$ cat config.mk
export PLATFORM = sky130hd
export DESIGN_NAME = game_core
export DESIGN_NICKNAME = d
export VERILOG_FILES = /design/src/rtl/game_core.sv
export SDC_FILE = /design/constraint.sdc
export NUM_CORES = 1
export LEC_CHECK = 0
export ABC_AREA = 1
export CORE_ASPECT_RATIO = 1.1
export CORE_UTILIZATION = 46
export DETAILED_ROUTE_END_ITERATION = 8
export PLACE_DENSITY_LB_ADDON = 0.08
export RECOVER_POWER = 50
export SYNTH_ARGS = -nofsm -noshare
export SYNTH_HDL_FRONTEND = slang
export SYNTH_SLANG_ARGS = --single-unit
$ cat constraint.sdc
create_clock -name clk_2 -period 1.7 [get_ports clk_2]
set_input_delay 0.255 -clock clk_2 [delete_from_list [all_inputs] [get_ports clk_2]]
set_output_delay 0.255 -clock clk_2 [all_outputs]
set_load 0.05 [all_outputs]
$ cat src/rtl/game_core.sv
// Gameplay engine: game state, farmer lane, one falling object, score and lives.
// Define GAME_SPEEDUP_EN to double the fall rate once the score reaches SPEED_THRESH.
module game_core #(
    parameter int LANES        = 8,
    parameter int ROWS         = 12,
    parameter int LIVES        = 3,
    parameter int SCORE_MAX    = 99
`ifdef GAME_SPEEDUP_EN
    ,
    parameter int SPEED_THRESH = 50
`endif
) (
    input  logic       clk_2,
    input  logic       _rst,
    input  logic       start,
    input  logic       key_valid,
    input  logic       key_pressed,
    input  logic [3:0] key_num,
    input  logic       step_tick,
    output logic [1:0] state,
    output logic [2:0] farmer_pos,
    output logic       obj_valid,
    output logic [2:0] obj_lane,
    output logic [3:0] obj_row,
    output logic [1:0] obj_kind,
    output logic [6:0] score,
    output logic [1:0] lives,
    output logic       catch_pulse,
    output logic       miss_pulse
);

    typedef enum logic [1:0] {
        S_IDLE = 2'b00,
        S_GAME = 2'b10,
        S_OVER = 2'b11
    } state_t;

    state_t     state_q, state_d;
    logic [2:0] farmer_q, farmer_d;
    logic       obj_valid_q, obj_valid_d;
    logic [2:0] obj_lane_q, obj_lane_d;
    logic [3:0] obj_row_q, obj_row_d;
    logic [1:0] obj_kind_q, obj_kind_d;
    logic [6:0] score_q, score_d;
    logic [1:0] lives_q, lives_d;
    logic       catch_q, catch_d;
    logic       miss_q, miss_d;
    logic [7:0] lfsr_q, lfsr_d;

    logic       spawn;
    logic       lose;
    logic [3:0] row_next;
    logic [7:0] score_sum;
    logic [2:0] spawn_lane;

    always_ff @(posedge clk_2 or posedge _rst) begin
        if (_rst) begin
            state_q     <= S_IDLE;
            farmer_q    <= 3'd3;
            obj_valid_q <= 1'b0;
            obj_lane_q  <= '0;
            obj_row_q   <= '0;
            obj_kind_q  <= '0;
            score_q     <= '0;
            lives_q     <= 2'(LIVES);
            catch_q     <= 1'b0;
            miss_q      <= 1'b0;
            lfsr_q      <= 8'hA5;
        end else begin
            state_q     <= state_d;
            farmer_q    <= farmer_d;
            obj_valid_q <= obj_valid_d;
            obj_lane_q  <= obj_lane_d;
            obj_row_q   <= obj_row_d;
            obj_kind_q  <= obj_kind_d;
            score_q     <= score_d;
            lives_q     <= lives_d;
            catch_q     <= catch_d;
            miss_q      <= miss_d;
            lfsr_q      <= lfsr_d;
        end
    end

    always_comb begin
        spawn_lane = 3'(32'(lfsr_q[2:0]) % LANES);
        score_sum  = {1'b0, score_q} + {6'b0, obj_kind_q} + 8'd1;
`ifdef GAME_SPEEDUP_EN
        if ({1'b0, score_q} >= 8'(SPEED_THRESH))
            row_next = (obj_row_q >= 4'(ROWS - 3)) ? 4'(ROWS - 1) : obj_row_q + 4'd2;
        else
            row_next = obj_row_q + 4'd1;
`else
        row_next = obj_row_q + 4'd1;
`endif
    end

    always_comb begin
        state_d     = state_q;
        farmer_d    = farmer_q;
        obj_valid_d = obj_valid_q;
        obj_lane_d  = obj_lane_q;
        obj_row_d   = obj_row_q;
        obj_kind_d  = obj_kind_q;
        score_d     = score_q;
        lives_d     = lives_q;
        catch_d     = 1'b0;
        miss_d      = 1'b0;
        lfsr_d      = {lfsr_q[6:0], lfsr_q[7] ^ lfsr_q[5] ^ lfsr_q[4] ^ lfsr_q[3]};
        spawn       = 1'b0;
        lose        = 1'b0;

        case (state_q)
            S_IDLE: begin
                if (start) begin
                    state_d  = S_GAME;
                    score_d  = '0;
                    lives_d  = 2'(LIVES);
                    farmer_d = 3'd3;
                    spawn    = 1'b1;
                end
            end
            S_GAME: begin
                if (key_valid && key_pressed) begin
                    if (key_num == 4'd2 && farmer_q != '0)
                        farmer_d = farmer_q - 3'd1;
                    else if (key_num == 4'd3 && farmer_q != 3'(LANES - 1))
                        farmer_d = farmer_q + 3'd1;
                end
                if (step_tick) begin
                    if (obj_row_q == 4'(ROWS - 1)) begin
                        // Landing compares against farmer_q, so a same-cycle move does not affect it.
                        spawn = 1'b1;
                        if (obj_lane_q == farmer_q) begin
                            catch_d = 1'b1;
                            if (obj_kind_q == 2'd3)
                                lose = 1'b1;
                            else if (score_sum > 8'(SCORE_MAX))
                                score_d = 7'(SCORE_MAX);
                            else
                                score_d = score_sum[6:0];
                        end else if (obj_kind_q != 2'd3) begin
                            miss_d = 1'b1;
                            lose   = 1'b1;
                        end
                        if (lose) begin
                            lives_d = lives_q - 2'd1;
                            if (lives_q == 2'd1) begin
                                state_d     = S_OVER;
                                obj_valid_d = 1'b0;
                                spawn       = 1'b0;
                            end
                        end
                    end else begin
                        obj_row_d = row_next;
                    end
                end
            end
            S_OVER: begin
                if (start)
                    state_d = S_IDLE;
            end
            default: state_d = S_IDLE;
        endcase

        if (spawn) begin
            obj_lane_d  = spawn_lane;
            obj_kind_d  = lfsr_q[4:3];
            obj_row_d   = '0;
            obj_valid_d = 1'b1;
        end
    end

    assign state       = state_q;
    assign farmer_pos  = farmer_q;
    assign obj_valid   = obj_valid_q;
    assign obj_lane    = obj_lane_q;
    assign obj_row     = obj_row_q;
    assign obj_kind    = obj_kind_q;
    assign score       = score_q;
    assign lives       = lives_q;
    assign catch_pulse = catch_q;
    assign miss_pulse  = miss_q;

endmodule

==> results of run 1 <==
==> power groups by stage <==
stage / clock, uW / sequential, uW / combinational (uW)
CTS: 903 / 1110 / 1760
detailed placement: 0 / 1130 / 1650
global route: 928 / 1120 / 1890
global placement: 0 / 1120 / 1640
finish: 885 / 1110 / 1750
floorplan: 0 / 1510 / 687
==> cell type report <==
type,instances,share of cell area [%]
Clock buffer,5,2.57
Sequential cell,34,32.8
Multi-Input combinational cell,139,35.6
Timing Repair Buffer,63,19.9
Inverter,29,4.26
Clock inverter,3,2.57
Tap cell,50,2.34
==> logic make-up (layout without fill, tap and decap cells) <==
kind of cell	Yosys count	in the layout
AND/OR/NAND/NOR	99	99
flip-flops	34	34
buffers and inverters	30	100
AO/OA/AOI/OAI	22	22
XOR/XNOR	11	11
adder cells (fa/ha/maj)	7	7
==> flip-flops by register name (all words and copies together), names as in the netlist <==
| register | count |
|---|---|
| lfsr_q | 8 |
| obj_row | 4 |
| obj_valid | 1 |
| obj_kind | 2 |
| obj_lane | 3 |
| miss_pulse | 1 |
| state | 2 |
| catch_pulse | 1 |
| farmer_pos | 3 |
| lives | 2 |
| score | 7 |
==> repair_timing <==
action                     4_1_cts  5_1_grt
pin swaps                        7        2
setup endpoints to repair       19       20
gates resized for setup         13        3
setup buffers                    4        3
==> final timing paths <==
path                          startpoint             to  cells past startpoint
setup reg to reg           farmer_pos[0]    obj_lane[2]                     10
setup / recovery           farmer_pos[0]    obj_lane[2]                     10
hold / removal                 lfsr_q[6]      lfsr_q[7]                      0
min in group asynchronous           _rst      lfsr_q[6]                      3
max in group asynchronous           _rst  farmer_pos[2]                      3
hold reg to reg                lfsr_q[6]      lfsr_q[7]                      0
==> routing by layer <==
layer	global-route usage, %	part of all wire [%]	vias to the layer above
met2	37.9	52	26
met1	23.1	44	733
met5	0	0	-
met4	8.14	1.7	0
li1	-	-	784
met3	3.50	2.6	6
==> per-stage QoR <==
step	instance area, um2	util, %	instances
after CTS	2650	71.5	320
after floorplan	1890	-	203
after global routing	2670	72.0	323
final	2670	72.0	323
after global placement	2430	65.5	308
after detailed placement	2430	65.5	308
==> layout by cell type (no fill, tap or decap), types with 3 or more instances in the layout <==
cell type / count
o21ai_1: 7
buf_4: 50
nor2_1: 9
dfrtp_1: 20
xnor2_2: 3
clkdlybuf4s50_1: 8
nand2_4: 4
inv_1: 17
nand4_1: 7
clkbuf_8: 5
a21oi_1: 3
nor2_2: 3
nand3_2: 4
dfrtp_2: 6
nor2_4: 3
nand3_1: 8
xor2_1: 4
inv_2: 11
nand2_2: 4
dfstp_2: 6
o21ai_2: 4
ha_1: 3
buf_12: 3
xnor2_1: 4
nand2_1: 51
==> impl_metrics.csv, run 1 <==
group,metric,value,unit
run_status,status,"finished, violations left",
run_status,violations,"setup timing",
grt,grt_pass1_wl,6490,um
critical_path,rrSetupSlack,-0.14,ns
placement,dp_hpwl,2860,um
logic_synthesis,yosysMostFrequentCell,"nand2_1",
cells_and_area,regArea,876,um2
critical_path,critPathLaunchType,"register",
logic_synthesis,netlist.area_leader.share,35.5,%
logic_synthesis,yosysWarnings,0,
sta,min_period,1.84,ns
power,max-vdd-ir-drop,0.981,mV
power,p_comb_share,46.7,%
cells_and_area,nNetsFinal,289,
critical_path,path_cells,"xnor2_2, nand3_2, ha_4, inv_2, nand2_2, nand4_1, nand2_4, inv_2, nand2_1, nand2_1",
floorplanning,die_w,62.2,um
power,power.switching,1440,uW
grt,grt_pass1_vias,1449,
cells_and_area,n_antenna_cell,0,
power,power_density,1400,nW/um2
sta,timing.hold.ws,0.363,ns
logic_synthesis,synth_fp_nets,220,
sta,fin_skew,0.00589,ns
critical_path,crit_slowest_cell,"dfstp_4",
critical_path,cp.required,1.88,ns
logic_synthesis,synth_cell_type_count,32,
logic_synthesis,ys_ff_latch,34,
clock_tree,path_clk_slew,0.07,ns
sta,rsz0062_at_grt,"true",
floorplanning,core-area,3710,um2
logic_synthesis,synth_cells,203,
clock_tree,root_buffer,"clkbuf_8",
clock_tree,cts_buffer_depth,2,
cells_and_area,drive_gt1_share,45.4,%
sta,maxSlewHeadroom,45.6,%
routing,drtIter0Drc,31,
critical_path,worstPathArrival,2.02,ns
placement,place_ws,-0.201,ns
routing,drcViolationCount,0,
logic_synthesis,synth_top_area_cell,"dfrtp_1",
clock_tree,hold_buffers,0,
sta,final_hold_viol_count,0,
grt,track_usage,20.1,%
logic_synthesis,synthTopCellsByCount,"nand2_1 (56), dfrtp_1 (26), inv_1 (21)",
floorplanning,fp-row-count,23,
routing,wire_per_inst,12.0,um
grt,grt_max_degree,35,
sta,drv_slew,0,
floorplanning,ios,36,
critical_path,slowest_delay,0.64,ns
clock_tree,cts-htree-levels,2,
sta,finalSetupViolCount,17,
routing,ant_nets,0,
logic_synthesis,synth_edf_count,0,
sta,post-route-period-util,108,%
critical_path,crit_fanout,11,
logic_synthesis,synth.mux.area_fraction,0,%
hold_path,hp-class,"reg -> reg",
routing,routed_wl,3880,um
logic_synthesis,synth_fa_ha_area_share,5.60,%
logic_synthesis,synth-simple-area-share,27.7,%
logic_synthesis,ys.flop_type,"dfrtp_1",
floorplanning,start_util,49.3,%
power,p_int,2300,uW
placement,port_buffers,35,
power,p_clk_share,23.7,%
sta,fmax,542,MHz
flow_run,maxCapViolations,0,
floorplanning,dieArea,4240,um2
routing,vias,1549,
logic_synthesis,synth_top_family_by_area,"simple AND/OR/NAND/NOR gates",
cells_and_area,num-fill-cells,298,
logic_synthesis,synth_area,1830,um2
power,swShare,38.6,%
critical_path,critical_path_class,"reg -> reg",
clock_tree,cts_buffers,5,
logic_synthesis,ys_seq_area_share,47.0,%
sta,setup_tns,-1.62,ns
clock_tree,tritoncts,"yes",
critical_path,path_buf_inv,2,
routing,first_pass_iters,4,
power,p_seq_share,29.6,%
critical_path,critPathCaptureType,"register",
routing,drt-vias-per-instance,4.80,
sta,worstMarginPinSlew,0.816,ns
logic_synthesis,async_reset_ff_share,100,%
critical_path,critPathTopFamily,"flip-flops",
logic_synthesis,synth_xor_area_share,5.26,%
cells_and_area,area_growth,45.9,%
floorplanning,die_h,68.2,um
cells_and_area,multi_input_comb_area,952,um2
logic_synthesis,syn_area_per_cell,9.02,um2
placement,place.gp.congestion,0.804,
clock_tree,cts.sinks,34,
clock_tree,clkLatencyLatePin,0.28,ns
logic_synthesis,synth.area.top_cells,"dfrtp_1 (36%), dfstp_2 (11%), nand2_1 (11%)",
grt,grt-ovfl-total,0,
logic_synthesis,synth_compound_area_share,7.79,%
power,power.total,3740,uW
power,p_leak,0.00133,uW
sta,worst_slack,-0.144,ns
grt,antenna_found_initial,0,
Power figures use the tool's default switching activity.
==> inputs of run 2 (changes only) <==
--- a/config.mk
+++ b/config.mk
@@ -7,7 +7,7 @@
 export LEC_CHECK = 0
 export ABC_AREA = 1
 export CORE_ASPECT_RATIO = 1.1
-export CORE_UTILIZATION = 46
+export CORE_UTILIZATION = 55
 export DETAILED_ROUTE_END_ITERATION = 8
 export PLACE_DENSITY_LB_ADDON = 0.08
 export RECOVER_POWER = 50
==> constraint.sdc (replaced) <==
create_clock -name clk_2 -period 2.15 [get_ports clk_2]
set_input_delay 0.3225 -clock clk_2 [delete_from_list [all_inputs] [get_ports clk_2]]
set_output_delay 0.3225 -clock clk_2 [all_outputs]
set_load 0.05 [all_outputs]
==> run 2 against run 1 <==
Effect of this change: the flow finishes with violations (DRC); first-iteration DRC count grew to 3.5 times the previous value; worst hold slack better by 0.0089 ns; flip-flop and latch count stayed put; combinational power is 38% lower.
==> impl_metrics.csv, run 2 (synthesis gave the netlist of run 1 again) <==
group,metric,value,unit
cells_and_area,top_register,"lfsr_q",
grt,grt_max_degree,35,
placement,port_buffers,35,
placement,dp_hpwl,2870,um
clock_tree,cts_buffers,5,
sta,fin_skew,0.00658,ns
cells_and_area,largest_register_ffs,8,
clock_tree,root_buffer,"clkbuf_4",
hold_path,hp-class,"reg -> reg",
run_status,violations,"DRC",
clock_tree,cts-htree-levels,2,
clock_tree,tritoncts,"yes",
floorplanning,die_h,62.5,um
sta,min_period,2.09,ns
grt,grt-ovfl-total,0,
critical_path,critPathTopFamily,"buffers and inverters",
cells_and_area,area_growth,26.6,%
grt,grt_pass1_vias,1466,
placement,dp.cells,272,
routing,routed_wl,3780,um
grt,antenna_found_initial,0,
floorplanning,dieArea,3570,um2
sta,final_hold_viol_count,0,
clock_tree,path_clk_slew,0.11,ns
cells_and_area,final_common_cell,"nand2_1",
routing,drtIter0Drc,110,
floorplanning,die_w,57.0,um
critical_path,cp_num_cells,1,
power,max-vdd-ir-drop,0.925,mV
cells_and_area,multi_input_comb_area,840,um2
sta,post-route-period-util,97.0,%
cells_and_area,final_cell_mix,"nand2_1 (55), clkdlybuf4s50_1 (34), dfrtp_1 (26), inv_1 (21), nand3_1 (11)",
sta,setup_tns,0,ns
critical_path,critPathLaunchType,"register",
cells_and_area,num-fill-cells,239,
cells_and_area,nNetsFinal,262,
floorplanning,start_util,59.1,%
critical_path,slowest_delay,0.83,ns
sta,rsz0062_at_grt,"false",
clock_tree,cts_resized,0,
clock_tree,cts_buffer_depth,2,
flow_run,maxCapViolations,0,
critical_path,critPathCaptureType,"output pin",
floorplanning,fp-row-count,21,
placement,place.gp.congestion,0.941,
sta,fmax,479,MHz
critical_path,critical_path_class,"reg -> out",
cells_and_area,instances_no_fill,280,
cells_and_area,n_antenna_cell,0,
power,power_density,1100,nW/um2
critical_path,path_buf_inv,1,
routing,ant_nets,0,
clock_tree,cts.sinks,34,
critical_path,worstPathArrival,1.76,ns
sta,finalSetupViolCount,0,
routing,wire_per_inst,13.5,um
critical_path,cp.required,1.83,ns
critical_path,crit_slowest_cell,"clkdlybuf4s50_1",
hold_path,holdPathStages,0,
power,p_leak,0.00112,uW
sta,drv_slew,0,
grt,grt_pass1_wl,6500,um
clock_tree,cts_setup_buffers,0,
clock_tree,hold_buffers,0,
run_status,status,"finished, violations left",
routing,drcViolationCount,2,
floorplanning,core-area,3100,um2
critical_path,path_cells,"clkdlybuf4s50_1",
routing,first_pass_iters,6,
cells_and_area,drive_gt1_share,17.5,%
floorplanning,ios,36,
power,power.total,2560,uW
critical_path,crit_fanout,6,
clock_tree,clkLatencyLatePin,0.34,ns
sta,maxSlewHeadroom,45.1,%
routing,drt-vias-per-instance,5.30,
grt,track_usage,24.2,%
routing,vias,1483,
cells_and_area,regArea,861,um2
sta,worstMarginPinSlew,0.824,ns
critical_path,r2r_cells,11,
[run 2: changes by cell type in the layout (fill, tap and decap cells not counted), moves of 4 or more]
cell             previous run  this run
buf_4                      50         0
inv_2                      11         7
clkbuf_4                    0         5
dfrtp_1                    20        26
nand2_1                    51        55
clkdlybuf4s50_1             8        34
inv_1                      17        21
dfrtp_2                     6         0
clkbuf_8                    5         0
[run 2: cell type report]
type,instances,share of cell area [%]
flip-flops and latches,34,37.1
multi-input cells,139,36.2
repair buffers,36,15.3
inverters,29,4.91
clock inverters,3,2.97
well taps,34,1.83
clock buffers,5,1.62
[run 2: worst paths after layout]
path,startpoint,endpoint,slack [ns]
min reg2reg,lfsr_q[6],lfsr_q[7],0.37
max,farmer_pos[0],farmer_pos[0],0.06
min in group asynchronous,_rst,obj_row[1],0.65
max reg2reg,obj_kind[0],score[0],0.17
min,lfsr_q[6],lfsr_q[7],0.37
max in group asynchronous,_rst,score[3],0.98
[run 2: stage by stage]
stage / hold slack [ns] / cell area (um2) / utilization, % / worst slack, ns
CTS: 0.364 / 2330 / 75.2 / 0.0396
floorplan: 0.333 / 1830 / - / 0.0173
global route: 0.388 / 2320 / 74.8 / 0.00825
finish: 0.372 / 2320 / 74.8 / 0.0642
global placement: 0.343 / 2220 / 71.8 / 0.170
detailed placement: 0.347 / 2220 / 71.8 / 0.0853
[run 2: power by group]
group          leakage [uW]  switching (uW)  internal (uW)  total (uW)
sequential         0.000436             118            753         871
clock             0.0000554             231            364         595
combinational      0.000625             720            372        1090
total               0.00112            1070           1490        2560
[run 2: metal layers]
| layer | vias up | wire, um | GRT usage [%] |
|---|---|---|---|
| met5 | - | 0 | 0 |
| met4 | 0 | 110 | 12.5 |
| met3 | 10 | 158 | 6.00 |
| met2 | 33 | 1920 | 41.5 |
| met1 | 704 | 1590 | 27.6 |
| li1 | 736 | - | - |
